**src/rtl/fp_fixed_pkg.sv**
```systemverilog
// Shared types and constants for the float-to-fixed conversion path.
// Default-format constants describe IEEE-754 binary32.
package fp_fixed_pkg;

  localparam int EXP_W_DEF = 8;
  localparam int MAN_W_DEF = 23;
  localparam int FW        = 1 + EXP_W_DEF + MAN_W_DEF;
  localparam int BIAS      = 2**(EXP_W_DEF-1) - 1;

  localparam logic RM_TRUNC = 1'b0;
  localparam logic RM_RNE   = 1'b1;

  typedef enum logic [2:0] {
    CLS_ZERO,
    CLS_DEN,
    CLS_NORM,
    CLS_INF,
    CLS_NAN
  } fp_class_e;

  function automatic fp_class_e classify(input logic exp_zero,
                                         input logic exp_ones,
                                         input logic man_zero);
    if (exp_zero) return man_zero ? CLS_ZERO : CLS_DEN;
    if (exp_ones) return man_zero ? CLS_INF : CLS_NAN;
    return CLS_NORM;
  endfunction

endpackage

```
**src/rtl/fixed_round_sat.sv**
```systemverilog
// Rounds an unsigned magnitude with guard/sticky, applies sign and saturates
// into a signed OUT_W-bit result. Purely combinational.
module fixed_round_sat
  import fp_fixed_pkg::*;
#(
  parameter int MAG_W = 33,
  parameter int OUT_W = 32
) (
  input  logic             sign,
  input  logic [MAG_W-1:0] mag,
  input  logic             guard,
  input  logic             sticky,
  input  logic             ovf_in,
  input  logic             round_mode,
  output logic [OUT_W-1:0] result,
  output logic             ovf,
  output logic             inexact
);

  localparam int RW = MAG_W + 1;

  logic             inc;
  logic [RW-1:0]    mag_r;
  logic [RW-1:0]    lim;
  logic [OUT_W-1:0] low;
  logic [OUT_W-1:0] sat_val;

  assign inc   = (round_mode == RM_RNE) & guard & (sticky | mag[0]);
  assign mag_r = RW'(mag) + RW'(inc);

  // Negative side may reach exactly 2**(OUT_W-1); positive side stops one short.
  assign lim = sign ? (RW'(1) << (OUT_W-1)) : ((RW'(1) << (OUT_W-1)) - RW'(1));

  assign ovf     = ovf_in | (mag_r > lim);
  assign inexact = guard | sticky;

  assign low     = mag_r[OUT_W-1:0];
  assign sat_val = sign ? {1'b1, {(OUT_W-1){1'b0}}} : {1'b0, {(OUT_W-1){1'b1}}};

  assign result = ovf  ? sat_val :
                  sign ? (~low + OUT_W'(1)) : low;

endmodule

```
**src/rtl/float_to_fixed_pipe.sv**
```systemverilog
// Three-stage pipelined IEEE-754 float to signed fixed-point converter with
// valid/ready flow control: S1 unpack, S2 align, S3 round/saturate.
module float_to_fixed_pipe
  import fp_fixed_pkg::*;
#(
  parameter int EXP_W = 8,
  parameter int MAN_W = 23,
  parameter int OUT_W = 32,
  parameter int POS_W = 5
) (
  input  logic                   clk,
  input  logic                   rst,
  input  logic                   in_valid,
  output logic                   in_ready,
  input  logic [EXP_W+MAN_W:0]   float,
  input  logic [POS_W-1:0]       fixpointpos,
  input  logic                   round_mode,
  output logic                   out_valid,
  input  logic                   out_ready,
  output logic [OUT_W-1:0]       result,
  output logic                   flag_ovf,
  output logic                   flag_inexact,
  output logic                   flag_invalid
);

  localparam int EXP_BIAS = 2**(EXP_W-1) - 1;
  localparam int SH_W     = EXP_W + 2;
  localparam int SIG_W    = MAN_W + 1;
  localparam int MAG_W    = OUT_W + 1;
  localparam int LW       = MAG_W + SIG_W;
  localparam int RW       = SIG_W + MAN_W + 3;
  localparam int MAX_R    = MAN_W + 2;

  logic adv;
  assign adv      = out_ready | ~out_valid;
  assign in_ready = adv;

  // ---------------- S1: unpack ----------------
  logic             in_sign;
  logic [EXP_W-1:0] in_exp;
  logic [MAN_W-1:0] in_man;
  fp_class_e        in_cls;
  logic [SH_W-1:0]  in_sh;

  assign {in_sign, in_exp, in_man} = float;
  assign in_cls = classify(in_exp == '0, &in_exp, in_man == '0);
  assign in_sh  = SH_W'(in_exp) - SH_W'(EXP_BIAS) + SH_W'(fixpointpos) - SH_W'(MAN_W);

  logic             s1_valid, s1_sign, s1_rm;
  fp_class_e        s1_cls;
  logic [SIG_W-1:0] s1_sig;
  logic [SH_W-1:0]  s1_sh;

  // ---------------- S2: align ----------------
  logic             sh_neg;
  logic [SH_W-1:0]  sh_abs;
  logic [LW-1:0]    lwide;
  logic [RW-1:0]    rwide;
  logic             left_ovf;
  logic             far_right;

  assign sh_neg    = s1_sh[SH_W-1];
  assign sh_abs    = sh_neg ? -s1_sh : s1_sh;
  assign lwide     = LW'(s1_sig) << sh_abs;
  assign rwide     = {s1_sig, {(MAN_W+3){1'b0}}} >> sh_abs;
  assign left_ovf  = (sh_abs > SH_W'(OUT_W)) | (|lwide[LW-1:MAG_W]);
  assign far_right = sh_abs > SH_W'(MAX_R);

  logic [MAG_W-1:0] a_mag;
  logic             a_guard, a_sticky, a_ovf, a_invalid;

  // NOTE: every output gets a default first so no path through the case leaves a latch.
  always_comb begin
    a_mag     = '0;
    a_guard   = 1'b0;
    a_sticky  = 1'b0;
    a_ovf     = 1'b0;
    a_invalid = 1'b0;
    case (s1_cls)
      CLS_NORM: begin
        if (!sh_neg) begin
          a_mag = lwide[MAG_W-1:0];
          a_ovf = left_ovf;
        end else if (far_right) begin
          a_sticky = 1'b1;
        end else begin
          a_mag    = MAG_W'(rwide[RW-1:MAN_W+3]);
          a_guard  = rwide[MAN_W+2];
          a_sticky = |rwide[MAN_W+1:0];
        end
      end
      CLS_DEN: a_sticky  = 1'b1;   // flushed to zero, but value was nonzero
      CLS_INF: a_ovf     = 1'b1;
      CLS_NAN: a_invalid = 1'b1;
      default: ;
    endcase
  end

  logic             s2_valid, s2_sign, s2_rm;
  logic [MAG_W-1:0] s2_mag;
  logic             s2_guard, s2_sticky, s2_ovf, s2_invalid;

  // ---------------- S3: round / sign / saturate ----------------
  logic [OUT_W-1:0] r_result;
  logic             r_ovf, r_inexact;

  fixed_round_sat #(
    .MAG_W (MAG_W),
    .OUT_W (OUT_W)
  ) u_round_sat (
    .sign       (s2_sign),
    .mag        (s2_mag),
    .guard      (s2_guard),
    .sticky     (s2_sticky),
    .ovf_in     (s2_ovf),
    .round_mode (s2_rm),
    .result     (r_result),
    .ovf        (r_ovf),
    .inexact    (r_inexact)
  );

  // NOTE: sequential state uses non-blocking assignments so all stages shift on the same edge.
  always_ff @(posedge clk or negedge rst) begin
    if (!rst) begin
      s1_valid     <= 1'b0;
      s1_sign      <= 1'b0;
      s1_rm        <= 1'b0;
      s1_cls       <= CLS_ZERO;
      s1_sig       <= '0;
      s1_sh        <= '0;
      s2_valid     <= 1'b0;
      s2_sign      <= 1'b0;
      s2_rm        <= 1'b0;
      s2_mag       <= '0;
      s2_guard     <= 1'b0;
      s2_sticky    <= 1'b0;
      s2_ovf       <= 1'b0;
      s2_invalid   <= 1'b0;
      out_valid    <= 1'b0;
      result       <= '0;
      flag_ovf     <= 1'b0;
      flag_inexact <= 1'b0;
      flag_invalid <= 1'b0;
    end else if (adv) begin
      s1_valid     <= in_valid;
      s1_sign      <= in_sign;
      s1_rm        <= round_mode;
      s1_cls       <= in_cls;
      s1_sig       <= {1'b1, in_man};
      s1_sh        <= in_sh;
      s2_valid     <= s1_valid;
      s2_sign      <= s1_sign;
      s2_rm        <= s1_rm;
      s2_mag       <= a_mag;
      s2_guard     <= a_guard;
      s2_sticky    <= a_sticky;
      s2_ovf       <= a_ovf;
      s2_invalid   <= a_invalid;
      out_valid    <= s2_valid;
      result       <= r_result;
      flag_ovf     <= r_ovf;
      flag_inexact <= r_inexact;
      flag_invalid <= s2_invalid;
    end
  end

endmodule

```
**config.mk**
```make
export PLATFORM = sky130hd
export DESIGN_NAME = float_to_fixed_pipe
export DESIGN_NICKNAME = d
export VERILOG_FILES = /design/src/rtl/fp_fixed_pkg.sv /design/src/rtl/fixed_round_sat.sv /design/src/rtl/float_to_fixed_pipe.sv
export SDC_FILE = /design/constraint.sdc
export NUM_CORES = 1
export LEC_CHECK = 0
export ABC_AREA = 1
export BUFFER_PORTS_ARGS = -buffer_cell sky130_fd_sc_hd__clkbuf_2
export CAP_MARGIN = 20
export CORE_ASPECT_RATIO = 1.4
export CORE_MARGIN = 1.5
export CORE_UTILIZATION = 50
export DETAILED_ROUTE_END_ITERATION = 6
export GPL_ROUTABILITY_DRIVEN = 0
export PLACE_DENSITY = 0.74
export RECOVER_POWER = 100
export SLEW_MARGIN = 20
export SYNTH_ARGS = -nofsm -noshare
export SYNTH_HDL_FRONTEND = slang
export SYNTH_SLANG_ARGS = --single-unit
```
**constraint.sdc**
```tcl
create_clock -name clk -period 4 [get_ports clk]
set_clock_uncertainty 0.05 [all_clocks]
set_input_delay 0.2 -clock clk [delete_from_list [all_inputs] [get_ports clk]]
set_output_delay 0.2 -clock clk [all_outputs]
set_load 0.02 [all_outputs]
```
==> results of run 1 <==
## tightest hold or removal path, stage by stage
cell,delay [ns]
clkbuf_2,0.10
nand4_1,0.11
o21ai_0,0.08
## logic make-up after synthesis
kind of cell / count (synthesis)
adders and majority gates: 53
buffers and inverters: 249
xor gates and xnor gates: 55
DFF: 116
and+or+nand+nor: 1137
AOI/OAI and AO/OA: 212
## power breakdown
group          leakage (uW)  internal [uW]  switching, uW
sequential          0.00145           1580            364
clock              0.000301            974            641
combinational       0.00528           2920           6220
## timing repair
| item | CTS | global route |
|---|---|---|
| hold endpoints to repair | 62 | 0 |
| hold buffers | 27 | 0 |
| setup endpoints to repair | 30 | 35 |
| cloned | 1 | 3 |
| setup buffers | 1 | 13 |
| pin swaps | 1 | 27 |
| gates resized for setup | 4 | 62 |
## final cells by class
class | instances | area share (%)
multi-input cells | 1458 | 56.6
flip-flops and latches | 116 | 21.1
repair buffers | 201 | 10.2
inverters | 163 | 4.66
clock buffers | 19 | 3.29
well taps | 301 | 2.74
clock inverters | 13 | 1.18
repair inverters | 2 | 0.200
## stage by stage
stage	hold WS, ns	utilization [%]
6_report	0.0517	61.3
5_1_grt	0.0983	61.3
4_1_cts	0.0436	59.7
3_5_place_dp	0.153	55.6
3_3_place_gp	0.143	55.6
2_1_floorplan	-0.146	-
## state kept, by name (all words and copies together), names as in the netlist, 3 cells and up
signal,count
result,32
s1_cls,3
s1_sh,10
s1_sig,24
s2_mag,33
## how the worst max path moves through the flow
stage / startpoint / endpoint / slack (ns) / cells past startpoint
after floorplan: s2_sticky$_DFFE_PN0P_ / result[10]$_DFFE_PN0P_ / 0.30 / 29
after global placement: s2_sticky$_DFFE_PN0P_ / result[4]$_DFFE_PN0P_ / -0.13 / 27
after detailed placement: s2_guard$_DFFE_PN0P_ / result[3]$_DFFE_PN0P_ / -0.31 / 24
after CTS: s2_guard$_DFFE_PN0P_ / result[21]$_DFFE_PN0P_ / 0.02 / 24
after global routing: s2_sticky$_DFFE_PN0P_ / result[18]$_DFFE_PN0P_ / -0.42 / 29
final: s2_sticky$_DFFE_PN0P_ / result[2]$_DFFE_PN0P_ / -0.09 / 29
## placed cells by master, fill, tap and decap left out, types with 7 or more instances in the layout
| cell | Yosys | routed |
|---|---|---|
| inv_2 | 22 | 23 |
| a21oi_1 | 46 | 40 |
| clkbuf_16 | 0 | 18 |
| xor2_2 | 4 | 7 |
| nor2_1 | 168 | 167 |
| dlygate4sd3_1 | 0 | 27 |
| nor3_1 | 20 | 18 |
| o21ai_1 | 10 | 10 |
| o22ai_1 | 11 | 11 |
| nand2_2 | 5 | 14 |
| xor2_1 | 49 | 45 |
| ha_1 | 52 | 48 |
| nor4_1 | 16 | 16 |
| nand4_1 | 49 | 49 |
| o21ai_0 | 81 | 78 |
| nand3_1 | 257 | 252 |
| inv_1 | 139 | 135 |
| clkbuf_2 | 0 | 43 |
| clkbuf_1 | 60 | 37 |
| dfrtp_1 | 116 | 115 |
| nor2_4 | 7 | 10 |
| a21oi_2 | 22 | 27 |
| o221ai_1 | 10 | 10 |
| buf_4 | 4 | 87 |
| nand2_1 | 576 | 565 |
## synth_stat cells, types with 2 or more instances
library cell | count | area, um^2
nand2_1 | 576 | 2160
nand3_1 | 257 | 1290
nor2_1 | 168 | 631
inv_1 | 139 | 522
dfrtp_1 | 116 | 2900
o21ai_0 | 81 | 405
clkbuf_1 | 60 | 225
ha_1 | 52 | 651
nand4_1 | 49 | 307
xor2_1 | 49 | 429
a21oi_1 | 46 | 230
a21oi_2 | 22 | 193
inv_2 | 22 | 82.6
nor3_1 | 20 | 100
nor4_1 | 16 | 100
buf_2 | 11 | 55.1
o22ai_1 | 11 | 68.8
o21ai_1 | 10 | 50.1
o221ai_1 | 10 | 87.6
buf_1 | 9 | 33.8
nor2_2 | 7 | 43.8
nor2_4 | 7 | 78.8
and2_1 | 5 | 31.3
nand2_2 | 5 | 31.3
o211ai_1 | 5 | 37.5
or2_2 | 5 | 31.3
buf_4 | 4 | 30.0
nand3b_1 | 4 | 30.0
nor3_2 | 4 | 40.0
o21a_1 | 4 | 30.0
o21ai_2 | 4 | 35.0
xor2_2 | 4 | 65.1
a31oi_1 | 3 | 18.8
nand3_2 | 3 | 30.0
o21bai_1 | 3 | 22.5
o31ai_1 | 3 | 22.5
a21o_1 | 2 | 15.0
a32o_1 | 2 | 20.0
and2_0 | 2 | 12.5
buf_6 | 2 | 22.5
clkinv_1 | 2 | 7.51
nand2_4 | 2 | 22.5
or4_1 | 2 | 15.0
## layer usage
metal,part of all wire (%),track usage (%),vias to the layer above
li1,-,-,6298
met1,36,34.3,5890
met2,49,53.8,575
met3,5.7,5.27,210
met4,8.4,22.9,0
met5,0,0,-
==> results.ini, run 1 <==
[drt]
ant_nets = 0
drtIter0Drc = 1041
vias_per_cell = 5.71
wl_um = 37800
vias = 13000
dr.pass1.iters = 6
drcViolationCount = 0
wl_per_cell_um = 16.6

[hold_path]
holdPathStages = 3
min-delay-start = float[30]
min_to = s1_cls[2]$_DFFE_PN0P_
min_path_type = input port to flip-flop

[power]
peakVddDrop_uv = 534
p_leak_uw = 0.00702
p_per_area_nw_per_um2 = 923
finalPower_uw = 12700

[placed_design]
io_buffers = 78
hpwl_um = 27700
dpl_cell_area_um2 = 12500
place_inst = 2196
pre_cts_ws_ns = -0.311

[grt]
gr-total-overflow = 0
grt_pass1_vias = 12000
antenna_found_initial = 0
grt_pass1_wl_um = 58700
grt_max_degree = 72
grtUsageTotal_pct = 31.4

[yosys]
syn_area_per_cell_um2 = 6.25
ys_seq_area_share_pct = 25.5
ys_types = 57
syn_area_um2 = 11400
synthCells = 1822
synthMuxAreaShare_pct = 0
synth_top_family_by_area = simple AND/OR/NAND/NOR gates
synthAdderAreaFrac_pct = 5.89
yosys.area_share.simple_pct = 44.0
synthArstFlopShare_pct = 100
synthFlopType = dfrtp_1
ys_ff_latch = 116
synth_edf_count = 0
synth_compound_area_share_pct = 11.4
synth_nets = 1917
synth-xor-area-share_pct = 4.66
synth_warnings = 0

[timing]
fin_crit_ns = 4.09
hold_violations = 0
setup_tns_ns = -1.22
finalCritPeriodShare_pct = 102
worstMarginPinSlew_ns = 2.17
rsz0062_at_grt = yes
max_freq_ghz = 0.244
drv_slew = 39
final.setup.worst_slack_ns = -0.0920
setup_violations = 29
relSlewSlack_pct = -44.4

[floorplanning]
floorplan.rows = 65
die_w_um = 131
start_util_pct = 50.7
ios = 79
fp.dieH_um = 182
fp.dieArea_um2 = 23700
coreArea_um2 = 22400

[critical_path]
r2r-end = result[2]$_DFFE_PN0P_
rrSetupSlack_ns = -0.09
r2r-start = s2_sticky$_DFFE_PN0P_
critPathKind = flip-flop to flip-flop
worstPathMaxFanout = 7
cp_num_buf_inv = 5
cp_top_family = simple AND/OR/NAND/NOR gates
r2r_cells = 29
end_kind = flip-flop
cp.arrival_ns = 4.36
required_ns = 4.27
cpPeakStageDelay_ns = 0.35
crit_slowest_cell = dfrtp_1
start_kind = flip-flop

[final_layout]
final_cells = 2273
drive_gt1_share_pct = 15.5
nets = 2054
multi_input_area_um2 = 7790
fillers = 2102
seqCellArea_um2 = 2900
final_area_um2 = 13800
syn2layout_area_growth_pct = 20.8
n_antenna_cell = 0

[clocking]
htree_levels = 4
numCtsBuffers = 17
insertion_delay_ns = 0.44
clock_path_buffers = 2
cts.sinks = 116
clk_pin_slew_ns = 0.06
cts_tree = done
clk_root_buffer_cell = clkbuf_16

[outcome]
violations = max-capacitance violations, max-slew violations, negative setup slack
status = finished with violations

[flow_run]
cap_violations = 1

Note: power is estimated with default switching activity, not from simulation.
==> inputs of run 2 (changes only) <==
- BUFFER_PORTS_ARGS: -buffer_cell sky130_fd_sc_hd__clkbuf_2 -> -buffer_cell sky130_fd_sc_hd__buf_2
- PLACE_DENSITY: 0.74 -> 0.73
- SETUP_SLACK_MARGIN: not set -> 0.2
- SYNTH_HIERARCHICAL: not set -> 1
==> run 2 against run 1 <==
The run ends with max-capacitance violations, max-slew violations left. Critical endpoint is now s2_mag[21]$_DFFE_PN0P_. Sequential cell count stayed put. Routed wire length is 7.4% higher. Count of clock-buffer cells in the layout is 1 higher. Synthesized cell count is 12% higher. Largest cell class unchanged. Register-to-register slack better by 0.29 ns. Worst setup slack better by 0.29 ns. Worst hold slack better by 0.029 ns. Non-clock buffer count is 57 lower. Cell count is 7.6% higher.
==> results.ini, run 2 <==
[outcome]
status = finished with violations  ; unchanged
violations = max-capacitance violations, max-slew violations  ; was max-capacitance violations, max-slew violations, negative setup slack

[floorplanning]
die_w_um = 134  ; was 131 um
floorplan.rows = 67  ; was 65
start_util_pct = 50.6  ; was 50.7%
ios = 79  ; unchanged
fp.dieH_um = 187  ; was 182 um
coreArea_um2 = 23800  ; was 22400 um^2
fp.dieArea_um2 = 25000  ; was 23700 um^2

[clocking]
clock_path_buffers = 2  ; unchanged
cts_tree = done  ; unchanged
insertion_delay_ns = 0.43  ; was 0.44 ns
numCtsBuffers = 17  ; unchanged
htree_levels = 4  ; unchanged
clk_pin_slew_ns = 0.06  ; about the same
clk_root_buffer_cell = clkbuf_16  ; unchanged
cts.sinks = 116  ; unchanged

[final_layout]
largest_reg_flops = 33  ; unchanged
final_cell_mix = nand2_1 (864), nand3_1 (200), nor2_1 (173), inv_1 (153), dfrtp_1 (113)  ; was nand2_1 (565), nand3_1 (252), nor2_1 (167), inv_1 (135), dfrtp_1 (115)
syn2layout_area_growth_pct = 14.2  ; was 20.8%
layout_commonest_cell = nand2_1  ; unchanged
drive_gt1_share_pct = 10.7  ; was 15.5%
largest_register = s2_mag  ; unchanged
n_antenna_cell = 0  ; unchanged
top_regs = s2_mag (33), result (32), s1_sig (24)  ; unchanged
nets = 2218  ; was 2054

[critical_path]
end_kind = flip-flop  ; unchanged
start_kind = flip-flop  ; unchanged
required_ns = 4.26  ; was 4.27 ns
critPathKind = flip-flop to flip-flop  ; unchanged
cp.arrival_ns = 4.06  ; was 4.36 ns
r2r_cells = 16  ; was 29
worstPathMaxFanout = 32  ; was 7

[drt]
ant_nets = 0  ; unchanged
drtIter0Drc = 1082  ; was 1041
wl_um = 40600  ; was 37800 um
vias_per_cell = 5.64  ; was 5.71
wl_per_cell_um = 16.6  ; about the same
vias = 13800  ; was 13000
dr.pass1.iters = 6  ; unchanged
drcViolationCount = 0  ; unchanged

[yosys]
synth_nets = 2141  ; was 1917
ys_types = 61  ; was 57
syn_area_um2 = 12000  ; was 11400 um^2
synth_edf_count = 0  ; unchanged
ys_seq_area_share_pct = 24.1  ; was 25.5%
synth.top_cells.by_count = nand2_1 (873), nand3_1 (202), nor2_1 (177), inv_1 (151), dfrtp_1 (116)  ; was nand2_1 (576), nand3_1 (257), nor2_1 (168), inv_1 (139), dfrtp_1 (116)
synthCells = 2047  ; was 1822
ys_top_cells_by_area = nand2_1 (27%), dfrtp_1 (24%), nand3_1 (8.4%)  ; was dfrtp_1 (25%), nand2_1 (19%), nand3_1 (11%)
synth_top_area_share_pct = 27.2  ; was 25.5%
synthFlopType = dfrtp_1  ; unchanged
syn_area_per_cell_um2 = 5.88  ; was 6.25 um^2
ys_ff_latch = 116  ; unchanged
synth_top_area_cell = nand2_1  ; was dfrtp_1
synth_warnings = 6  ; was 0
synthArstFlopShare_pct = 100  ; unchanged
yosysMostFrequentCell = nand2_1  ; unchanged

[placed_design]
hpwl_um = 30500  ; was 27700 um
io_buffers = 78  ; unchanged

[hold_path]
holdPathStages = 3  ; unchanged
min_path_type = input port to flip-flop  ; unchanged

[timing]
max_freq_ghz = 0.263  ; was 0.244 GHz
fin_crit_ns = 3.80  ; was 4.09 ns
hold_violations = 0  ; unchanged
drv_slew = 101  ; was 39
relSlewSlack_pct = -14.9  ; was -44.4%
finalCritPeriodShare_pct = 95.1  ; was 102%
worstMarginPinSlew_ns = 1.72  ; was 2.17 ns
setup_tns_ns = 0  ; was -1.22 ns
rsz0062_at_grt = yes  ; unchanged
setup_violations = 0  ; was 29

[grt]
antenna_found_initial = 0  ; unchanged
grtUsageTotal_pct = 32.4  ; was 31.4%
gr-total-overflow = 0  ; unchanged
grt_pass1_vias = 13000  ; was 12000
grt_max_degree = 71  ; was 72
grt_pass1_wl_um = 64200  ; was 58700 um

[power]
p_per_area_nw_per_um2 = 899  ; was 923 nW/um^2
internal_power_uw = 5240  ; was 5470 uW
p_comb_share_pct = 71.9  ; was 72.0%
finalPower_uw = 12400  ; was 12700 uW
peakVddDrop_uv = 480  ; was 534 uV
p_seq_share_pct = 16.2  ; was 15.3%
clock_power_share_pct = 11.9  ; was 12.7%
switching_share_pct = 57.6  ; was 56.9%
power_switching_uw = 7130  ; was 7230 uW
p_leak_uw = 0.00724  ; was 0.00702 uW

[flow_run]
cap_violations = 3  ; was 1

==> run 2: cell count changes after synthesis, moves of 14 or more <==
cell	delta
buf_2	+14
nand2_2	+20
clkbuf_1	-20
o21ai_1	+46
xor2_1	-22
a21oi_2	-20
o21ai_0	-14
nand4_1	-32
nand2_1	+297
nand3_1	-55
==> run 2: area by class of cell <==
cell class	count	area [um^2]
Fill cell	2366	10100
Multi-Input combinational cell	1671	8190
Sequential cell	116	2910
Timing Repair Buffer	144	1050
Inverter	174	661
Clock buffer	20	457
Tap cell	310	388
Clock inverter	11	104
==> run 2: power groups by stage <==
| stage | logic (uW) | clock network, uW | registers (uW) |
|---|---|---|---|
| finish | 8890 | 1470 | 2000 |
| global route | 9830 | 1540 | 2050 |
| CTS | 8490 | 1490 | 1980 |
| detailed placement | 8420 | 0 | 1990 |
| global placement | 8350 | 0 | 1990 |
| floorplan | 6130 | 0 | 2060 |
==> run 2: path summary, 6_finish.rpt <==
| path | startpoint | endpoint | slack, ns |
|---|---|---|---|
| max in group asynchronous | rst | s1_sig[23]$_DFFE_PN0P_ | 1.02 |
| setup / recovery | s1_sh[0]$_DFFE_PN0P_ | s2_mag[21]$_DFFE_PN0P_ | 0.20 |
| hold / removal | float[23] | s1_sh[0]$_DFFE_PN0P_ | 0.08 |
| hold reg to reg | s2_valid$_DFFE_PN0P_ | out_valid$_DFFE_PN0P_ | 0.42 |
| min in group asynchronous | rst | result[7]$_DFFE_PN0P_ | 0.59 |
| setup reg to reg | s1_sh[0]$_DFFE_PN0P_ | s2_mag[21]$_DFFE_PN0P_ | 0.20 |
==> run 2: cells by family (layout without fill, tap and decap cells) <==
group           Yosys count  after routing  share of synthesized area [%]
flops                   116            116                           24.1
xor+xnor                 31             31                           2.47
fa+ha+maj                52             52                           5.47
compound gates          223            223                           11.1
buf+inv                 261            349                           8.83
simple gates           1362           1363                           47.9
mux                       2              2                          0.166
==> run 2: worst max-delay path, stage by stage (launching register included) <==
cell,delay (ns)
dfrtp_1,0.41
inv_1,0.10
buf_6,0.27
nand3_1,0.15
nand3_1,0.09
nand2_1,0.29
nor2_1,0.44
inv_1,0.22
nor3_4,0.22
a21oi_1,0.14
a31oi_4,0.28
inv_2,0.08
nand2_1,0.29
inv_1,0.17
nand3_2,0.12
o21ai_1,0.11
o22a_1,0.25
==> run 2: layer usage <==
layer	up-vias	routed length [um]	track usage (%)
li1	6728	-	-
met1	6264	14600	33.9
met2	586	19800	55.7
met3	224	2260	6.03
met4	0	3920	26.7
met5	-	0	0
==> run 2: timing repair <==
item	in CTS	in global routing
setup buffers	0	12
gates cloned	0	4
endpoints found under the setup margin	12	35
hold buffers	27	0
hold endpoints to repair	82	0
pin swaps	0	7
gates resized for setup	1	38
==> run 2: through the flow <==
step | cells | hold slack [ns] | util, % | instance area [um^2] | worst slack [ns]
3_3_place_gp | 2372 | 0.244 | 53.3 | 12700 | 0.303
6_report | 2446 | 0.0806 | 57.8 | 13800 | 0.197
3_5_place_dp | 2372 | 0.254 | 53.3 | 12700 | 0.178
4_1_cts | 2430 | 0.0680 | 56.8 | 13500 | 0.223
5_1_grt | 2446 | 0.0879 | 57.8 | 13800 | 0.0678
2_1_floorplan | 2047 | -0.146 | - | 12000 | 0.628
==> inputs of run 3 (changes only) <==
- PLACE_DENSITY: 0.73 -> 0.74
- SYNTH_HIERARCHICAL: 1 -> not set
==> run 3 against run 2 <==
Clock power grew 7%. Sequential share of layout area shrank 0.14 points. Critical path depth increased by 2. Combinational power increased by 3.9%. Core utilization increased by 3.9 points. Register-to-register slack got worse by 0.53 ns. Critical path type unchanged. The flow finishes with violations (max-capacitance violations, max-slew violations, negative setup slack). Highest routed layer unchanged.
==> results.ini, run 3 (synthesized netlist as in run 1, its figures left out) <==
[clocking]
htree_levels = 4  ; unchanged
clock_path_buffers = 2  ; unchanged
cts_tree = done  ; unchanged
clk_pin_slew_ns = 0.06  ; about the same
clk_root_buffer_cell = clkbuf_16  ; unchanged
cts.sinks = 116  ; unchanged
insertion_delay_ns = 0.43  ; about the same
numCtsBuffers = 17  ; unchanged

[critical_path]
cp.arrival_ns = 4.59  ; was 4.06 ns
r2r-start = s2_mag[21]$_DFFE_PN0P_  ; was s1_sh[0]$_DFFE_PN0P_
start_kind = flip-flop  ; unchanged
required_ns = 4.26  ; about the same
r2r-end = result[14]$_DFFE_PN0P_  ; was s2_mag[21]$_DFFE_PN0P_
worstPathMaxFanout = 7  ; was 32
r2r_cells = 18  ; was 16
critPathKind = flip-flop to flip-flop  ; unchanged
end_kind = flip-flop  ; unchanged
rrSetupSlack_ns = -0.33  ; was 0.20 ns

[timing]
fin_crit_ns = 4.33  ; was 3.80 ns
final.setup.worst_slack_ns = -0.331  ; was 0.197 ns
setup_tns_ns = -8.79  ; was 0 ns
setup_violations = 33  ; was 0
hold_violations = 0  ; unchanged
drv_slew = 91  ; was 101
max_freq_ghz = 0.231  ; was 0.263 GHz
hold-worst-slack_ns = 0.0662  ; was 0.0806 ns
finalCritPeriodShare_pct = 108  ; was 95.1%
relSlewSlack_pct = -61.7  ; was -14.9%
rsz0062_at_grt = yes  ; unchanged
worstMarginPinSlew_ns = 2.43  ; was 1.72 ns

[grt]
gr-total-overflow = 0  ; unchanged
grtUsageTotal_pct = 33.2  ; was 32.4%
grt_pass1_wl_um = 61800  ; was 64200 um
grt_busiest_layer = met2  ; unchanged
grt_pass1_vias = 12500  ; was 13000
gr-usage-met3_pct = 5.92  ; was 6.03%
met1_usage_pct = 35.3  ; was 33.9%
use_met2_pct = 58.1  ; was 55.7%
grt_max_degree = 76  ; was 71
antenna_found_initial = 0  ; unchanged

[hold_path]
min_path_type = input port to flip-flop  ; unchanged
holdPathStages = 3  ; unchanged
min-delay-start = float[30]  ; was float[23]
min_to = s1_cls[2]$_DFFE_PN0P_  ; was s1_sh[0]$_DFFE_PN0P_

[drt]
dr.pass1.iters = 7  ; was 6
vias_per_cell = 5.81  ; was 5.64
vias = 13200  ; was 13800
wl_um = 40000  ; was 40600 um
wl_per_cell_um = 17.6  ; was 16.6 um
drcViolationCount = 0  ; unchanged
drtIter0Drc = 1335  ; was 1082
ant_nets = 0  ; unchanged

[final_layout]
drive_gt1_share_pct = 15.8  ; was 10.7%
largest_register = s2_mag  ; unchanged
final_cell_mix = nand2_1 (568), nand3_1 (255), nor2_1 (165), inv_1 (134), dfrtp_1 (115)  ; was nand2_1 (864), nand3_1 (200), nor2_1 (173), inv_1 (153), dfrtp_1 (113)
top_regs = s2_mag (33), result (32), s1_sig (24)  ; unchanged
nets = 2060  ; was 2218
syn2layout_area_growth_pct = 21.5  ; was 14.2%
largest_reg_flops = 33  ; unchanged
layout_commonest_cell = nand2_1  ; unchanged
n_antenna_cell = 0  ; unchanged

[power]
p_per_area_nw_per_um2 = 922  ; was 899 nW/um^2
peakVddDrop_uv = 463  ; was 480 uV
p_leak_uw = 0.00704  ; was 0.00724 uW

[floorplanning]
fp.dieArea_um2 = 23700  ; was 25000 um^2
floorplan.rows = 65  ; was 67
coreArea_um2 = 22400  ; was 23800 um^2
fp.dieH_um = 182  ; was 187 um
start_util_pct = 50.7  ; was 50.6%
die_w_um = 131  ; was 134 um
ios = 79  ; unchanged

[outcome]
status = finished with violations  ; unchanged
violations = max-capacitance violations, max-slew violations, negative setup slack  ; was max-capacitance violations, max-slew violations

[flow_run]
cap_violations = 2  ; was 3

[placed_design]
hpwl_um = 28000  ; was 30500 um
io_buffers = 78  ; unchanged

==> run 3: area by class of cell <==
cell class	instances	area, um^2
well taps	301	377
multi-input cells	1458	7840
repair buffers	208	1480
flip-flops and latches	116	2900
fillers	2042	8610
clock buffers	19	453
clock inverters	13	139
repair inverters	1	11.3
inverters	163	628
==> run 3: worst max path at each step <==
stage / from / end / slack, ns / cells after the start
global placement: s2_sticky$_DFFE_PN0P_ / result[4]$_DFFE_PN0P_ / -0.14 / 28
global route: s2_sticky$_DFFE_PN0P_ / result[30]$_DFFE_PN0P_ / -0.49 / 27
detailed placement: s2_guard$_DFFE_PN0P_ / result[3]$_DFFE_PN0P_ / -0.34 / 28
floorplan: s2_sticky$_DFFE_PN0P_ / result[10]$_DFFE_PN0P_ / 0.30 / 29
finish: s2_mag[21]$_DFFE_PN0P_ / result[14]$_DFFE_PN0P_ / -0.33 / 18
CTS: s2_sticky$_DFFE_PN0P_ / result[17]$_DFFE_PN0P_ / 0.13 / 30
==> run 3: critical path, stage by stage, from the launching register on <==
cell,delay (ns)
dfrtp_1,0.44
inv_1,0.12
nor3_1,0.89
nand3_1,0.28
nor2_1,0.16
nand2_1,0.11
xor2_1,0.28
inv_1,0.12
ha_1,0.32
nand4_1,0.29
nor3_1,0.24
nand4_1,0.14
nand2_2,0.11
nand2_4,0.06
buf_6,0.13
a21oi_4,0.17
buf_6,0.13
buf_12,0.12
a21oi_2,0.05
==> run 3: layer usage <==
metal | wire (um) | vias up | share of wire [%]
met4 | 3110 | 0 | 7.8
met3 | 2530 | 222 | 6.3
li1 | - | 6312 | -
met2 | 19900 | 657 | 50
met5 | 0 | - | 0
met1 | 14400 | 6054 | 36
==> run 3: per-stage QoR <==
step | cells | total power [uW] | worst slack (ns) | area [um^2] | util, %
6_report | 2279 | 12800 | -0.331 | 13800 | 61.6
5_1_grt | 2279 | 13800 | -0.485 | 13800 | 61.6
4_1_cts | 2271 | 12300 | 0.131 | 13700 | 60.9
3_5_place_dp | 2191 | 10300 | -0.338 | 12400 | 55.4
3_3_place_gp | 2191 | 10200 | -0.141 | 12400 | 55.4
2_1_floorplan | 1822 | 8000 | 0.305 | 11400 | -
==> run 3: what timing repair did <==
| item | 4_1_cts | 5_1_grt |
|---|---|---|
| buffers inserted | 18 | 8 |
| hold buffers | 27 | 0 |
| pin swaps | 7 | 11 |
| gates resized for setup | 37 | 39 |
| endpoints found under the hold margin | 62 | 0 |
| setup endpoints to repair | 33 | 36 |
| cloned | 3 | 0 |
==> run 3: report_power, final <==
| part | total (uW) | internal, uW | leakage, uW | switching [uW] |
|---|---|---|---|---|
| combinational | 9240 | 2980 | 0.00530 | 6260 |
| clock | 1580 | 910 | 0.000289 | 671 |
| sequential | 1940 | 1580 | 0.00145 | 362 |
